==> src/rtl/edge_detect_multi_if.sv <==
// Bundles the edge detector's line inputs, controls and edge reports.
// The master drives lines and controls; the slave (the detector) returns the reports.
interface edge_detect_multi_if #(
    parameter int unsigned NUM_CH = 2,
    parameter int unsigned CNT_W  = 8
);
    logic [NUM_CH-1:0] din;
    logic [1:0]        mode;
    logic              clear;
    logic [NUM_CH-1:0] edge_pulse;
    logic              edge_all;
    logic [NUM_CH-1:0] edge_sticky;
    logic [CNT_W-1:0]  edge_count;

    modport master (
        output din, mode, clear,
        input  edge_pulse, edge_all, edge_sticky, edge_count
    );

    modport slave (
        input  din, mode, clear,
        output edge_pulse, edge_all, edge_sticky, edge_count
    );
endinterface

==> src/rtl/edge_detect_multi.sv <==
// Multi-channel edge detector: synchroniser, persistence filter, mode-gated edge pulses,
// all-channel coincidence flag, sticky flags and a saturating edge counter.
module edge_detect_multi #(
    parameter int unsigned NUM_CH      = 2,
    parameter int unsigned SYNC_STAGES = 2,
    parameter int unsigned FILT_LEN    = 1,
    parameter int unsigned CNT_W       = 8,
    parameter logic        RST_VAL     = 1'b1
) (
    input  logic               clk,
    input  logic               n_rst,
    edge_detect_multi_if.slave bus
);
    localparam int unsigned       FCNT_W    = $clog2(FILT_LEN) + 1;
    localparam logic [FCNT_W-1:0] FCNT_LAST = FCNT_W'(FILT_LEN - 1);
    localparam logic [CNT_W-1:0]  CNT_MAX   = {CNT_W{1'b1}};

    localparam logic [1:0] MODE_RISE = 2'b00;
    localparam logic [1:0] MODE_FALL = 2'b01;
    localparam logic [1:0] MODE_BOTH = 2'b10;

    logic [NUM_CH-1:0] sync_q [SYNC_STAGES];
    logic [NUM_CH-1:0] sync_lvl;

    logic [NUM_CH-1:0] flt_q;
    logic [NUM_CH-1:0] flt_nxt;
    logic [FCNT_W-1:0] fcnt_q   [NUM_CH];
    logic [FCNT_W-1:0] fcnt_nxt [NUM_CH];
    logic [NUM_CH-1:0] accept;

    logic              rise_en;
    logic              fall_en;
    logic [NUM_CH-1:0] pulse_nxt;
    logic              all_nxt;

    logic [NUM_CH-1:0] edge_pulse_q;
    logic              edge_all_q;
    logic [NUM_CH-1:0] edge_sticky_q;
    logic [CNT_W-1:0]  edge_count_q;

    // Metastability shift chain per channel
    always_ff @(posedge clk or negedge n_rst) begin
        if (!n_rst) begin
            for (int unsigned s = 0; s < SYNC_STAGES; s++) begin
                sync_q[s] <= {NUM_CH{RST_VAL}};
            end
        end else begin
            sync_q[0] <= bus.din;
            for (int unsigned s = 1; s < SYNC_STAGES; s++) begin
                sync_q[s] <= sync_q[s-1];
            end
        end
    end

    assign sync_lvl = sync_q[SYNC_STAGES-1];

    // A new level is accepted once it has differed from flt for FILT_LEN consecutive clocks
    always_comb begin
        accept  = '0;
        flt_nxt = flt_q;
        for (int unsigned i = 0; i < NUM_CH; i++) begin
            fcnt_nxt[i] = '0;
            if (sync_lvl[i] != flt_q[i]) begin
                if (fcnt_q[i] == FCNT_LAST) begin
                    accept[i]  = 1'b1;
                    flt_nxt[i] = sync_lvl[i];
                end else begin
                    fcnt_nxt[i] = fcnt_q[i] + FCNT_W'(1);
                end
            end
        end
    end

    always_ff @(posedge clk or negedge n_rst) begin
        if (!n_rst) begin
            flt_q <= {NUM_CH{RST_VAL}};
            for (int unsigned i = 0; i < NUM_CH; i++) begin
                fcnt_q[i] <= '0;
            end
        end else begin
            flt_q <= flt_nxt;
            for (int unsigned i = 0; i < NUM_CH; i++) begin
                fcnt_q[i] <= fcnt_nxt[i];
            end
        end
    end

    // Mode gating; mode 11 enables neither direction
    always_comb begin
        rise_en   = (bus.mode == MODE_RISE) || (bus.mode == MODE_BOTH);
        fall_en   = (bus.mode == MODE_FALL) || (bus.mode == MODE_BOTH);
        pulse_nxt = accept & ((sync_lvl & {NUM_CH{rise_en}}) | (~sync_lvl & {NUM_CH{fall_en}}));
        all_nxt   = (&accept) && (((&sync_lvl) && rise_en) || ((~|sync_lvl) && fall_en));
    end

    always_ff @(posedge clk or negedge n_rst) begin
        if (!n_rst) begin
            edge_pulse_q <= '0;
            edge_all_q   <= 1'b0;
        end else begin
            edge_pulse_q <= pulse_nxt;
            edge_all_q   <= all_nxt;
        end
    end

    // Sticky flags and counter follow the registered pulse; a pulse beats a same-cycle clear
    always_ff @(posedge clk or negedge n_rst) begin
        if (!n_rst) begin
            edge_sticky_q <= '0;
            edge_count_q  <= '0;
        end else begin
            edge_sticky_q <= (bus.clear ? '0 : edge_sticky_q) | edge_pulse_q;
            if (bus.clear) begin
                edge_count_q <= CNT_W'(|edge_pulse_q);
            end else if ((|edge_pulse_q) && (edge_count_q != CNT_MAX)) begin
                edge_count_q <= edge_count_q + CNT_W'(1);
            end
        end
    end

    assign bus.edge_pulse  = edge_pulse_q;
    assign bus.edge_all    = edge_all_q;
    assign bus.edge_sticky = edge_sticky_q;
    assign bus.edge_count  = edge_count_q;

endmodule

==> src/flat_wrapper.sv <==
// flat-port wrapper written by rule: the top's interface ports become plain ports
module edge_detect_multi_flat 
#(
    parameter int unsigned NUM_CH      = 2,
    parameter int unsigned SYNC_STAGES = 2,
    parameter int unsigned FILT_LEN    = 1,
    parameter int unsigned CNT_W       = 8,
    parameter logic        RST_VAL     = 1'b1
)
  (clk, n_rst, bus_din, bus_mode, bus_clear, bus_edge_pulse, bus_edge_all, bus_edge_sticky, bus_edge_count);
  edge_detect_multi_if #(.NUM_CH(NUM_CH), .CNT_W(CNT_W)) bus_i ();
  input  logic clk;
  input  logic n_rst;
  input wire logic [$bits(bus_i.din)-1:0] bus_din;
  input wire logic [$bits(bus_i.mode)-1:0] bus_mode;
  input wire logic [$bits(bus_i.clear)-1:0] bus_clear;
  output wire logic [$bits(bus_i.edge_pulse)-1:0] bus_edge_pulse;
  output wire logic [$bits(bus_i.edge_all)-1:0] bus_edge_all;
  output wire logic [$bits(bus_i.edge_sticky)-1:0] bus_edge_sticky;
  output wire logic [$bits(bus_i.edge_count)-1:0] bus_edge_count;
  assign bus_i.din = bus_din;
  assign bus_i.mode = bus_mode;
  assign bus_i.clear = bus_clear;
  assign bus_edge_pulse = bus_i.edge_pulse;
  assign bus_edge_all = bus_i.edge_all;
  assign bus_edge_sticky = bus_i.edge_sticky;
  assign bus_edge_count = bus_i.edge_count;
  edge_detect_multi #(.NUM_CH(NUM_CH), .SYNC_STAGES(SYNC_STAGES), .FILT_LEN(FILT_LEN), .CNT_W(CNT_W), .RST_VAL(RST_VAL)) u_core (.clk(clk), .n_rst(n_rst), .bus(bus_i));
endmodule
==> config.mk <==
export PLATFORM = sky130hd
export DESIGN_NAME = edge_detect_multi_flat
export DESIGN_NICKNAME = d
export VERILOG_FILES = /design/src/rtl/edge_detect_multi_if.sv /design/src/rtl/edge_detect_multi.sv /design/src/flat_wrapper.sv
export SDC_FILE = /design/constraint.sdc
export NUM_CORES = 1
export LEC_CHECK = 0
export ABC_AREA = 1
export CAP_MARGIN = 0
export CORE_MARGIN = 2
export CORE_UTILIZATION = 39
export CTS_CLUSTER_DIAMETER = 30
export DETAILED_ROUTE_END_ITERATION = 6
export PLACE_DENSITY = 0.63
export SYNTH_ARGS = -nofsm -noshare
export SYNTH_HDL_FRONTEND = slang
export SYNTH_SLANG_ARGS = --single-unit
==> constraint.sdc <==
create_clock -name clk -period 1.7 [get_ports clk]
set_input_delay 0.255 -clock clk [delete_from_list [all_inputs] [get_ports clk]]
set_output_delay 0.255 -clock clk [all_outputs]
set_load 0.02 [all_outputs]
==> impl_metrics.csv <==
group,metric,value,unit
run_status,status,"completed",
floorplanning,ios,20,
place,hpwl,1320,um
hold_path,hp-class,"in -> async",
clock_network,cts_tree,"built",
timing,setup_viol,0,
clock_network,cts_setup_buffers,0,
clock_network,root_buffer,"clkbuf_4",
clock_network,clk_path_buf_depth,2,
place,dpl.cell_count,156,
clock_network,cts_buffers,3,
global_routing,grt_use_met3,3.39,%
worst_setup_path,crit_chain,"clkdlybuf4s50_1",
floorplanning,die_h,53.0,um
worst_setup_path,crit_path_max_fanout,5,
routing,routed_wl,1650,um
finish,instances_no_fill,160,
timing,rsz0062_at_grt,"false",
power_and_ir_drop,powerDensity,788,nW/um^2
timing,post-route-min-period,1.63,ns
clock_network,cts_resized,0,
finish,drive_above_1_share,17.4,%
worst_setup_path,critical_path_class,"reg -> out",
clock_network,clkTransAtPathRegs,0.10,ns
place,pre_cts_slack,0.137,ns
timing,worst_pin_slew,0.281,ns
finish,n_antenna_cell,0,
timing,period_share,96.0,%
timing,skew,0.000849,ns
timing,max_freq,0.612,GHz
finish,seqCellArea,483,um^2
yosys,synth_fp_nets,119,
finish,final_util,53.5,%
worst_setup_path,crit_path_start_kind,"register",
yosys,ys.warnings.count,0,
clock_network,htree_num_levels,1,
yosys,synth_area,935,um^2
routing,drtIter0Drc,12,
yosys,yosysTopAreaCellShare,34.8,%
global_routing,grt_use_total,14.0,%
flow_run,maxCapViolCount,0,
routing,via_per_inst,4.65,
worst_setup_path,cp.buffers_inverters,1,
floorplanning,start_util,41.8,%
worst_setup_path,cp_top_family,"buffers and inverters",
clock_network,cts_hold_buf,0,
finish,num-fill-cells,213,
timing,tns,0,ns
timing,timing.final.max_slew_violations,0,
timing,relSlewSlack,81.3,%
clock_network,clkSinkCount,19,
yosys,yosysSeqAreaShare,51.7,%
global_routing,overflow,0,
routing,firstDrtPassIters,3,
worst_setup_path,worst_ep_required_time,1.44,ns
worst_setup_path,max_stage_delay,0.64,ns
power_and_ir_drop,leakage,0.608,nW
finish,final_nets,143,
floorplanning,core,2230,um^2
global_routing,met2_usage,25.0,%
floorplanning,die_w,53.0,um
yosys,syn_avg_cell_area,8.57,um^2
floorplanning,die_area,2800,um^2
global_routing,busiest_layer,"met2",
floorplanning,num_rows,17,
global_routing,grt_pass1_wl,2830,um
routing,ant_nets,0,
clock_network,clock_latency,0.29,ns
global_routing,use_met1,15.9,%
place,place_congestion,0.714,
yosys,ys_seq_elements,19,
yosys,synth_top_area_cell,"dfrtp_1",
timing,hold_viol,0,
power_and_ir_drop,peakVddDrop,0.584,mV
yosys,synth_area_leaders,"dfrtp_1, dfstp_2, nand2_1",
finish,multiInputGateArea,375,um^2
finish,areaGrowthSynthToFinish,27.8,%
global_routing,antenna_found_initial,0,
global_routing,grt_pass1_vias,715,
routing,routedWlPerCell,10.3,um
yosys,synth.distinct_cells,22,
timing,fin_ws,0.0673,ns
worst_setup_path,critPathSlowestCell,"clkdlybuf4s50_1",
worst_setup_path,end_kind,"output pin",
global_routing,grt_max_degree,20,
routing,via_count,744,
routing,drc,0,
place,port_buffers,19,
worst_setup_path,worstPathArrival,1.38,ns
yosys,syn_inst,109,
==> cell type report <==
cell class	instances	share of cell area, %
clock buffers	3	1.88
well taps	28	2.93
multi-input cells	71	31.4
repair buffers	21	17.2
clock inverters	1	0.419
inverters	17	5.76
flip-flops and latches	19	40.4
==> synthesized netlist by cell type <==
cell type / instances
nand2_1: 35
o21ai_0: 1
nand4_1: 2
a21oi_1: 3
nand3_1: 4
xor2_1: 1
nor2_4: 2
clkbuf_1: 2
a31oi_1: 1
clkinv_4: 1
nor3_1: 1
dfrtp_1: 13
ha_1: 3
or2_2: 3
nand2_2: 1
nand2_4: 3
nor2_1: 7
o21bai_1: 1
dfstp_2: 6
nor2_2: 1
inv_1: 16
o22ai_1: 2
==> worst paths after layout <==
path | end | depth (start not counted) | start | slack, ns
min | u_core.bus.edge_count[4]$_DFFE_PN0P_ | 2 | n_rst | 0.28
max reg2reg | u_core.bus.edge_count[6]$_DFFE_PN0P_ | 9 | u_core.bus.edge_count[0]$_DFFE_PN0P_ | 0.30
max | bus_edge_count[3] | 1 | u_core.bus.edge_count[3]$_DFFE_PN0P_ | 0.07
min reg2reg | u_core.sync_lvl[0]$_DFF_PN1_ | 0 | u_core.sync_q[2]$_DFF_PN1_ | 0.36
max in group asynchronous | u_core.flt_q[0]$_DFFE_PN1P_ | 2 | n_rst | 1.16
min in group clk | u_core.sync_q[2]$_DFF_PN1_ | 1 | bus_din[0] | 0.36
==> sequential cells by signal (all words and copies together) (netlist names) <==
name / flops
u_core.sync_lvl: 2
u_core.sync_q: 2
u_core.bus.edge_pulse: 2
u_core.bus.edge_count: 8
u_core.flt_q: 2
u_core.bus.edge_all: 1
u_core.bus.edge_sticky: 2
==> routing by layer <==
| layer | routed length (um) | vias to the layer above |
|---|---|---|
| met5 | 0 | - |
| met4 | 8 | 0 |
| met3 | 68 | 2 |
| met2 | 850 | 11 |
| met1 | 721 | 351 |
| li1 | - | 380 |
==> cell families after synthesis <==
family	count (synthesis)	synth area share [%]
buffers and inverters	19	8.17
adder cells (fa/ha/maj)	3	4.02
XOR/XNOR	1	0.937
flip-flops	19	51.7
AO/OA/AOI/OAI	8	4.95
AND/OR/NAND/NOR	59	30.3
==> layout by cell type (no fill, tap or decap), types with 3 or more instances in the layout <==
cell type	n
nand3_1	4
clkbuf_4	3
nand2_4	3
clkdlybuf4s50_1	19
dfrtp_1	13
dfstp_2	6
a21oi_1	3
or2_2	3
nor2_1	7
nand2_1	35
ha_1	3
inv_1	16
==> through the flow <==
| step | cell area [um^2] | power, mW | hold slack, ns |
|---|---|---|---|
| floorplan | 935 | 0.632 | -0.0406 |
| global placement | 1170 | 0.729 | 0.347 |
| detailed placement | 1170 | 0.732 | 0.347 |
| CTS | 1190 | 0.962 | 0.284 |
| global route | 1190 | 1.00 | 0.308 |
| finish | 1190 | 0.942 | 0.283 |
==> power by group <==
part / switching, mW / internal, mW
Clock: 0.135 / 0.0874
Sequential: 0.0269 / 0.491
Combinational: 0.110 / 0.0918
Total: 0.272 / 0.670
Power figures use the tool's default switching activity.
